==> config.mk <==
export PLATFORM = sky130hd
export DESIGN_NAME = vec_drive_check
export DESIGN_NICKNAME = d
export VERILOG_FILES = /design/src/rtl/gnet_pkg.sv /design/src/rtl/gnet_ref_model.sv /design/src/rtl/vec_drive_check.sv
export SDC_FILE = /design/constraint.sdc
export NUM_CORES = 1
export LEC_CHECK = 0
export CORE_ASPECT_RATIO = 1.2
export CORE_MARGIN = 3
export CORE_UTILIZATION = 52
export DETAILED_ROUTE_END_ITERATION = 16
export PLACE_DENSITY = 0.77
export SYNTH_ARGS = -nofsm -noshare
export SYNTH_HDL_FRONTEND = slang
export SYNTH_SLANG_ARGS = --single-unit
==> constraint.sdc <==
create_clock -name clk -period 1.9 [get_ports clk]
set_input_delay 0.38 -clock clk [delete_from_list [all_inputs] [get_ports clk]]
set_output_delay 0.38 -clock clk [all_outputs]
set_load 0.01 [all_outputs]
==> src/rtl/gnet_pkg.sv <==
// Shared types and constants for the six-input gate network checker.
// The expected-output function lives here so the model and any bench agree on one definition.
package gnet_pkg;
  localparam int VEC_W   = 6;
  localparam int NUM_VEC = 64;
  localparam int CNT_W   = 4;
  localparam int ERR_W   = 7;

  typedef enum logic [1:0] {
    IDLE   = 2'd0,
    SETTLE = 2'd1,
    SAMPLE = 2'd2,
    DONE   = 2'd3
  } state_e;

  // {a,b,c,d,e,f} = v[5:0]; (d & ~d) makes the inner product zero, so this is 1 for every vector
  function automatic logic gnet_expected(input logic [VEC_W-1:0] v);
    return ~(~(v[5] & v[4]) & (v[3] & ~v[2] & v[2]) & ~(v[1] | v[0]));
  endfunction
endpackage

==> src/rtl/gnet_ref_model.sv <==
// Combinational golden model of the gate network: one expected bit per input vector.
module gnet_ref_model
  import gnet_pkg::*;
(
  input  logic [VEC_W-1:0] vec,
  output logic             expected
);
  assign expected = gnet_expected(vec);
endmodule

==> src/rtl/vec_drive_check.sv <==
// Exhaustive 64-vector driver/checker for a six-input gate network.
// Optional feature macro: FAIL_STROBE_EN adds a per-mismatch strobe (fail_stb/fail_vec).
module vec_drive_check
  import gnet_pkg::*;
#(
  parameter int SETTLE_CYCLES = 3
) (
  input  logic             clk,
  input  logic             rst,
  input  logic             start,
  input  logic             abort,
  input  logic             y_in,
  output logic [VEC_W-1:0] vec_out,
  output logic             busy,
  output logic             done,
  output logic             pass,
  output logic [ERR_W-1:0] err_count,
`ifdef FAIL_STROBE_EN
  output logic             fail_stb,
  output logic [VEC_W-1:0] fail_vec,
`endif
  output logic [VEC_W-1:0] first_fail_vec
);
  localparam logic [CNT_W-1:0] RELOAD   = CNT_W'(SETTLE_CYCLES - 1);
  localparam logic [VEC_W-1:0] LAST_VEC = VEC_W'(NUM_VEC - 1);
  localparam logic [ERR_W-1:0] ERR_MAX  = ERR_W'(NUM_VEC);

  state_e           state_q, state_d;
  logic [VEC_W-1:0] vec_q, vec_d, ff_q, ff_d;
  logic [CNT_W-1:0] cnt_q, cnt_d;
  logic [ERR_W-1:0] err_q, err_d;
  logic             busy_q, busy_d, done_q, done_d, pass_q, pass_d;
  logic             expected, mismatch;

  gnet_ref_model u_ref (.vec(vec_q), .expected(expected));

  always_comb begin
    state_d  = state_q;
    vec_d    = vec_q;
    cnt_d    = cnt_q;
    err_d    = err_q;
    ff_d     = ff_q;
    busy_d   = busy_q;
    done_d   = 1'b0;
    pass_d   = pass_q;
    mismatch = 1'b0;
    case (state_q)
      IDLE: if (start) begin
        vec_d   = '0;
        err_d   = '0;
        ff_d    = '0;
        pass_d  = 1'b0;
        busy_d  = 1'b1;
        cnt_d   = RELOAD;
        state_d = SETTLE;
      end
      SETTLE: begin
        if (abort) begin
          busy_d  = 1'b0;
          pass_d  = 1'b0;
          state_d = IDLE;
        end else if (cnt_q == '0) begin
          state_d = SAMPLE;
        end else begin
          cnt_d = cnt_q - 1'b1;
        end
      end
      SAMPLE: begin
        if (abort) begin
          busy_d  = 1'b0;
          pass_d  = 1'b0;
          state_d = IDLE;
        end else begin
          mismatch = (y_in != expected);
          if (mismatch) begin
            if (err_q == '0) ff_d = vec_q;
            if (err_q != ERR_MAX) err_d = err_q + 1'b1;
          end
          if (vec_q != LAST_VEC) begin
            vec_d   = vec_q + 1'b1;
            cnt_d   = RELOAD;
            state_d = SETTLE;
          end else begin
            state_d = DONE;
          end
        end
      end
      DONE: begin
        // done/busy/pass are registered, so they appear as this state is left
        done_d  = 1'b1;
        busy_d  = 1'b0;
        pass_d  = (err_q == '0);
        state_d = IDLE;
      end
      default: state_d = IDLE;
    endcase
  end

  always_ff @(posedge clk) begin
    if (rst) begin
      state_q <= IDLE;
      vec_q   <= '0;
      cnt_q   <= '0;
      err_q   <= '0;
      ff_q    <= '0;
      busy_q  <= 1'b0;
      done_q  <= 1'b0;
      pass_q  <= 1'b0;
    end else begin
      state_q <= state_d;
      vec_q   <= vec_d;
      cnt_q   <= cnt_d;
      err_q   <= err_d;
      ff_q    <= ff_d;
      busy_q  <= busy_d;
      done_q  <= done_d;
      pass_q  <= pass_d;
    end
  end

`ifdef FAIL_STROBE_EN
  logic             fail_stb_q, fail_stb_d;
  logic [VEC_W-1:0] fail_vec_q, fail_vec_d;

  always_comb begin
    fail_stb_d = mismatch;
    fail_vec_d = mismatch ? vec_q : fail_vec_q;
  end

  always_ff @(posedge clk) begin
    if (rst) begin
      fail_stb_q <= 1'b0;
      fail_vec_q <= '0;
    end else begin
      fail_stb_q <= fail_stb_d;
      fail_vec_q <= fail_vec_d;
    end
  end

  assign fail_stb = fail_stb_q;
  assign fail_vec = fail_vec_q;
`endif

  assign vec_out        = vec_q;
  assign busy           = busy_q;
  assign done           = done_q;
  assign pass           = pass_q;
  assign err_count      = err_q;
  assign first_fail_vec = ff_q;
endmodule

After elaboration in Yosys (flattened, before gate mapping)
Index checks and enable logic that the tools add are counted.
Word-level totals
  bits in registers: 28
  bits in latches: 0
  memory bits (writable): 0
  bits in read-only memories: 0
  input port bits: 5
  output and inout port bits: 22
  logic and storage cells: 80
  memories: 0
Operators by class
  add/subtract/negate cells: 3
  multiply operators: 0
  div/mod/pow operators: 0
  $lt $le $gt $ge: 0
  equality and inequality tests: 16
  shift operators: 0
  mux-type cells: 31
  bitwise gates (word level): 10
  reduce and logical (&&, ||, !) cells: 12
Operators by type and width (number)
  $mux 6: 6
  $mux 7: 4
  $pmux 6 s2: 2
  $mux 4: 5
  $ne 2x2->1 const B: 8
  $pmux 7 s2: 1
  $pmux 4 s3: 1
  $mux 2: 5
  $reduce_and 5->1: 2
  $pmux 2 s4: 1
  $add 7x1->7 const B: 1
  $logic_not 7->1: 1
  $ne 7x7->1 const B: 1
  $add 6x1->6 const B: 1
  $ne 6x6->1 const B: 1
  $pmux 1 s3: 2
  $reduce_and 6->1: 1
  $and 1x1->1: 5
  $eq 2x2->1 const B: 2
  $logic_not 4->1: 1
  $mux 1: 4
  $not 1->1: 4
  $reduce_and 2->1: 2
  $reduce_and 4->1: 1
  10 further kinds: 10

Longest topological paths before layout
Gate-level depths: netlist (run 1).
  depth after elaboration: 10
  gate-level depth with buffers: 7
  depth with buffers taken out: 6

Hierarchy
Synthesis (run 1) repeated with hierarchy kept, for this count alone.
Second synthesis, totals
  cell total of the unflattened synthesis: 173
  area total of the unflattened synthesis: 1506.4 µm²
By module, submodules not included
  vec_drive_check: instances 1, cells each 171, area each 1495.2 µm², sequential area each 560.5 µm²
  gnet_ref_model: instances 1, cells each 2, area each 11.3 µm², sequential area each 0.0 µm²

Least setup slack after synthesis (run 1)
No wires, ideal clock.
  kind: register to register
  start point: reg state_q[0]
  end point: reg vec_q[1] (netlist: vec_out[1])
  library setup time: 65 ps
  arrival time: 1559 ps
  data required time: 1835 ps
  path slack: 276 ps
  cell stages (with the launch flop): 7
  buffers on the path: 0
  clock period less this slack: 1624 ps
  cells stage by stage: dfxtp_1 > inv_1 > ha_1 > mux2_4 > o211ai_4 > mux2_2 > nor2_1
Between the ends
  longest elaborated chain between the ends: 3
  elaborated cells between the ends (all ways): 8
  classes of those cells: 4 x eq/ne; 1 x mux; 3 x reduce/logical
RTL lines
  from (decl): RTL line vec_drive_check.sv:28  | state_e state_q, state_d;
  from (signal assigned): RTL line vec_drive_check.sv:110  | state_q <= state_d;
  $eq 2x2->1 / $logic_not 2->1 (equally long branches): RTL line vec_drive_check.sv:47  | case (state_q)
  $ne 2x2->1 (no source line) / $reduce_bool 2->1 (equally long branches)
  $reduce_and 4->1 (no source line)
  to (signal assigned): RTL line vec_drive_check.sv:111  | vec_q <= vec_d;
  to (decl): RTL line vec_drive_check.sv:29  | logic [VEC_W-1:0] vec_q, vec_d, ff_q, ff_d;
Parallel ways exist; a longest one is shown, timed or not.
A chain may end at the register's enable or synchronous reset.

Final worst setup path (run 1)
  start point: reg err_q[6] (netlist: err_count[6])
  end point: out err_count[6]
RTL lines
  from (decl): RTL line vec_drive_check.sv:31  | logic [ERR_W-1:0] err_q, err_d;
  from (signal assigned): RTL line vec_drive_check.sv:113  | err_q <= err_d;
  to (decl): RTL line vec_drive_check.sv:17  | output logic [ERR_W-1:0] err_count,
No word-level cell between the ends.

==> results of run 1 <==
[synth_stat cells (5+ instances only)]
cell type	instances
ha_1	10
dfxtp_1	28
mux2i_1	6
nor2b_1	5
inv_1	11
o21ai_0	9
nand2_1	19
a21oi_1	9
nand4_1	9
nor2_1	14
[layout by cell type (no fill, tap or decap), types with 2 or more instances in the layout]
| master | n |
|---|---|
| clkdlybuf4s50_1 | 26 |
| dfxtp_1 | 28 |
| nand2b_1 | 2 |
| inv_1 | 11 |
| clkbuf_4 | 3 |
| and4_1 | 3 |
| a311oi_1 | 3 |
| nor4_1 | 2 |
| a21oi_1 | 9 |
| nand2_1 | 19 |
| nor2b_1 | 5 |
| and2_1 | 3 |
| a31oi_1 | 2 |
| o21a_1 | 2 |
| o31a_1 | 2 |
| ha_1 | 9 |
| mux2i_1 | 6 |
| or3_1 | 4 |
| nand4_1 | 9 |
| xor2_1 | 4 |
| buf_4 | 13 |
| o21ai_0 | 9 |
| nor2_1 | 14 |
| nand3_1 | 4 |
[sequential cells by signal (all words and copies together), names as in the netlist]
signal and cells:
state_q 2, done 1, busy 1, cnt_q 4, pass 1, err_count 7
first_fail_vec 6, vec_out 6
[worst max-delay path by stage]
stage,from,end,slack [ns],cells past startpoint
after global routing,state_q[1],first_fail_vec[4],0.005,6
after CTS,state_q[0],cnt_q[1],0.05,6
after global placement,abort,first_fail_vec[5],0.04,7
final,err_count[6],err_count[6],0.09,1
after floorplan,state_q[0],vec_out[1],0.28,6
after detailed placement,abort,first_fail_vec[2],-0.006,7
[what timing repair did]
item,4_1_cts,5_1_grt
gates resized for setup,0,1
setup endpoints to repair,0,4
hold buffers,0,0
[stage by stage]
stage,cells,hold slack (ns),cell area [um^2]
2_1_floorplan,177,0.478,1560
3_3_place_gp,247,0.442,1960
3_5_place_dp,247,0.459,1960
4_1_cts,251,0.478,2000
5_1_grt,251,0.498,2000
6_report,251,0.475,2000
[cell families after synthesis]
logic type	count (synthesis)
simple gates	77
compound gates	35
flops	28
buf+inv	15
fa+ha+maj	10
mux	8
xor+xnor	4
[routing by layer]
layer / GRT usage, % / wire length (um)
met1: 23.2 / 1580
met5: 0 / 0
met3: 3.32 / 154
met2: 36.4 / 1780
met4: 8.01 / 34
[where the power goes]
part	internal (W)	total (W)	leakage, nW	switching, W
logic	0.000121	0.000261	0.476	0.000140
clock network	0.000117	0.000298	0.0210	0.000181
registers	0.000600	0.000607	0.226	0.00000681
total	0.000839	0.00117	0.723	0.000328
[cell type report]
| cell class | instances | area share, % |
|---|---|---|
| Sequential cell | 28 | 28.1 |
| Inverter | 11 | 2.07 |
| Timing Repair Buffer | 40 | 18.9 |
| Multi-Input combinational cell | 134 | 47.0 |
| Tap cell | 34 | 2.13 |
| Clock buffer | 4 | 1.82 |
==> impl_metrics.py, run 1 <==
metrics = {
    "synthesis": {
        "synthFlopType": "dfxtp_1",
        "synth_top_area_share_pct": 36.0,
        "synthAdderAreaFrac_pct": 8.03,
        "muxShareOfSynthArea_pct": 5.54,
        "syn_inst": 177,
        "ys_warn_count": 0,
        "yosys.cell_types.count": 45,
        "synth_seq_cells": 28,
        "yosysTopAreaCell": "dfxtp_1",
        "ys_seq_area_share_pct": 36.0,
        "yosys.area_share.simple_pct": 28.2,
        "synth_xor_area_share_pct": 2.25,
        "synthArstFlopShare_pct": 0,
        "synth_edf_count": 0,
        "synth_top_family_by_area": "simple AND/OR/NAND/NOR gates",
        "synthTopCellsByArea": "dfxtp_1, ha_1, nand2_1, mux2i_1, nand4_1",
        "synth-compound-area-share_pct": 16.1,
        "syn_nets": 192,
        "syn_area_mm2": 0.00156,
        "syn_avg_cell_area_um2": 8.80,
    },
    "clock_network": {
        "clock_latency_ns": 0.33,
        "path_clk_slew_ns": 0.16,
        "cts_sinks": 28,
        "clk_path_buf_depth": 2,
        "root_buffer": "clkbuf_4",
        "cts_tree": "yes",
        "cts_setup_buffers": 0,
        "ctsHtreeMaxLevel": 1,
        "cts_buffers": 3,
    },
    "worst_setup_path": {
        "cp_data_arrival_time_ns": 1.43,
        "critPathMaxFanout": 6,
        "r2r_setup_slack_ns": 0.18,
        "cpPeakStageDelay_ns": 0.60,
        "r2r_start": "state_q[1]",
        "ff2ff_path_depth": 6,
        "cp-end-kind": "output port",
        "critPathBufInv": 1,
        "critical_path_class": "reg2out",
        "cpMaxStageDelayCell": "clkdlybuf4s50_1",
        "cp_top_family": "buffers and inverters",
        "start_kind": "flop",
        "crit_required_ns": 1.52,
        "path_cells": "clkdlybuf4s50_1",
        "worstReg2RegEnd": "vec_out[1]",
    },
    "routing": {
        "vias_per_cell": 5.69,
        "detailedRoute.firstIterationViolations": 30,
        "drt_pre_antenna_iters": 4,
        "antenna_left": 0,
        "wirelength_um": 3550,
        "vias": 1428,
        "wl_per_cell_um": 14.2,
        "drc": 0,
    },
    "cells_and_area": {
        "finish.utilization_pct": 70.4,
        "drive_gt1_share_pct": 14.3,
        "area_delta_synth_final_pct": 28.3,
        "multi_input_area_um2": 940,
        "fin_nets": 233,
        "fillers": 234,
        "seqCellArea_um2": 561,
        "num_antenna_cells": 0,
    },
    "global_route": {
        "track_usage_pct": 20.0,
        "grt_pass1_wl_um": 5930,
        "antenna_found_initial": 0,
        "overflow": 0,
        "grt_max_degree": 16,
        "grt_pass1_vias": 1365,
    },
    "sta": {
        "hold_viol": 0,
        "max_slew_margin_pct": 62.2,
        "post-route-min-period_ns": 1.81,
        "grt_setup_unrepaired": "no",
        "finalSetupViolCount": 0,
        "tns_ns": 0,
        "tightest_slew_ns": 0.565,
        "final_max_slew_viol_count": 0,
        "setup_slack_ns": 0.0949,
        "min_period_over_period_pct": 95.0,
        "fin_skew_ns": 0.0154,
        "fmax_mhz": 554,
    },
    "placement": {
        "io_buffers": 26,
        "pre_cts_ws_ns": -0.00575,
        "dp_hpwl_um": 2800,
        "gp_congestion": 0.833,
    },
    "floorplanning": {
        "fp.dieArea_mm2": 0.00369,
        "fp.dieH_um": 66.0,
        "start_util_pct": 54.9,
        "rows": 21,
        "io_pins": 27,
        "die_w_um": 56.0,
        "core_mm2": 0.00284,
    },
    "worst_hold_path": {
        "hold_path_class": "reg2reg",
        "hp-start": "first_fail_vec[5]",
        "hold_end": "first_fail_vec[5]",
        "min_path_cells": 2,
    },
    "job": {
        "drv_cap": 0,
    },
    "pwr": {
        "p_per_area_mw_per_mm2": 584,
        "peakVddDrop_uv": 463,
        "p_leak_nw": 0.723,
        "total_power_w": 0.00117,
    },
    "status": {
        "status": "complete, no violations",
    },
}
(Power assumes the default switching activity.)
==> run 2: changes to the inputs <==
--- a/config.mk
+++ b/config.mk
@@ -7,9 +7,9 @@
 export LEC_CHECK = 0
 export CORE_ASPECT_RATIO = 1.2
 export CORE_MARGIN = 3
-export CORE_UTILIZATION = 52
+export CORE_UTILIZATION = 35
 export DETAILED_ROUTE_END_ITERATION = 16
-export PLACE_DENSITY = 0.77
+export PLACE_DENSITY = 0.55
 export SYNTH_ARGS = -nofsm -noshare
 export SYNTH_HDL_FRONTEND = slang
 export SYNTH_SLANG_ARGS = --single-unit
==> impl_metrics.py, run 2 (same netlist as run 1, synthesis figures left out) <==
metrics = {
    "status": {
        "status": "complete, no violations",
    },
    "sta": {
        "min_period_over_period_pct": 92.2,
        "fin_skew_ns": 0.00282,
        "tns_ns": 0,
        "tightest_slew_ns": 0.431,
        "final_max_slew_viol_count": 0,
        "setup_slack_ns": 0.147,
        "grt_setup_unrepaired": "no",
        "timing.hold.ws_ns": 0.465,
        "post-route-min-period_ns": 1.75,
        "finalSetupViolCount": 0,
        "fmax_mhz": 571,
        "max_slew_margin_pct": 70.5,
        "hold_viol": 0,
    },
    "worst_setup_path": {
        "cp_top_family": "multiplexers",
        "critical_path_class": "reg2reg",
        "cpMaxStageDelayCell": "dfxtp_1",
        "critPathBufInv": 1,
        "cpPeakStageDelay_ns": 0.40,
        "start_kind": "flop",
        "crit_required_ns": 2.11,
        "cp_data_arrival_time_ns": 1.96,
        "critPathMaxFanout": 10,
        "cp_num_cells": 6,
        "path_cells": "inv_1, ha_1, mux2_4, o211ai_4, mux2_2, nor2_1",
        "cp-end-kind": "flop",
        "ff2ff_path_depth": 6,
    },
    "floorplanning": {
        "core_mm2": 0.00410,
        "io_pins": 27,
        "die_w_um": 66.9,
        "rows": 25,
        "start_util_pct": 38.0,
        "fp.dieH_um": 79.1,
        "fp.dieArea_mm2": 0.00529,
    },
    "cells_and_area": {
        "area_delta_synth_final_pct": 32.0,
        "fin_nets": 233,
        "final_cell_mix": "dfxtp_1, clkdlybuf4s50_1, nand2_1, nor2_1, buf_4",
        "largest_register_ffs": 7,
        "final_common_cell": "dfxtp_1",
        "drive_gt1_share_pct": 13.8,
        "num_antenna_cells": 0,
        "finish.utilization_pct": 50.2,
    },
    "clock_network": {
        "ctsHtreeMaxLevel": 1,
        "clk_path_buf_depth": 2,
        "cts_resized": 0,
        "postCtsHoldBufs": 0,
        "root_buffer": "clkbuf_8",
        "cts_sinks": 28,
        "cts_setup_buffers": 0,
        "cts_tree": "yes",
        "clock_latency_ns": 0.27,
        "path_clk_slew_ns": 0.09,
        "cts_buffers": 3,
    },
    "placement": {
        "io_buffers": 26,
        "pre_cts_ws_ns": -0.0814,
        "gp_congestion": 0.846,
        "dp_hpwl_um": 2770,
    },
    "pwr": {
        "peakVddDrop_uv": 346,
        "p_per_area_mw_per_mm2": 647,
        "total_power_w": 0.00133,
        "p_leak_nw": 0.739,
    },
    "worst_hold_path": {
        "hold_path_class": "reg2reg",
        "min_path_cells": 2,
    },
    "routing": {
        "wl_per_cell_um": 12.8,
        "drt_pre_antenna_iters": 4,
        "antenna_left": 0,
        "detailedRoute.firstIterationViolations": 43,
        "wirelength_um": 3470,
        "vias": 1412,
        "vias_per_cell": 5.21,
        "drc": 0,
    },
    "global_route": {
        "antenna_found_initial": 0,
        "overflow": 0,
        "grt_pass1_vias": 1345,
        "grt_pass1_wl_um": 5950,
        "track_usage_pct": 14.1,
        "grt_max_degree": 17,
    },
    "job": {
        "drv_cap": 0,
    },
}
run 2: area by class of cell:
class / count / area (um^2)
tap: 54 / 67.6
inverter: 11 / 41.3
fill: 395 / 2040
timing repair buffer: 40 / 378
clock buffer: 3 / 41.3
clock inverter: 1 / 30.0
sequential: 28 / 561
multi-input combinational: 134 / 937
run 2: worst reg2reg max path: stages (launching register included):
cell,delay [ns]
dfxtp_1,0.40
inv_1,0.08
ha_1,0.27
mux2_4,0.36
o211ai_4,0.14
mux2_2,0.37
nor2_1,0.07
run 2: power by group:
group          internal, W  leakage (nW)  total (W)  switching, W
Combinational     0.000119         0.477   0.000257      0.000138
Sequential        0.000599         0.226   0.000609    0.00000967
Clock             0.000282        0.0357   0.000463      0.000181
Total              0.00100         0.739    0.00133      0.000329
run 2: per-layer routing:
layer | up-vias | track usage, % | routed length (um)
met1 | 651 | 17.8 | 1570
li1 | 719 | - | -
met3 | 2 | 2.40 | 197
met5 | - | 0 | 0
met4 | 0 | 4.67 | 25
met2 | 40 | 23.9 | 1680
run 2: worst paths after layout:
kind | slack [ns] | start | to
hold / removal | 0.46 | first_fail_vec[2] | first_fail_vec[2]
setup / recovery | 0.15 | state_q[0] | vec_out[1]
setup reg to reg | 0.15 | state_q[0] | vec_out[1]
hold reg to reg | 0.46 | first_fail_vec[2] | first_fail_vec[2]
run 2: per-stage QoR:
stage | instances | instance area [um^2]
CTS | 271 | 2060
global route | 271 | 2060
finish | 271 | 2060
floorplan | 177 | 1560
detailed placement | 267 | 1980
global placement | 267 | 1980
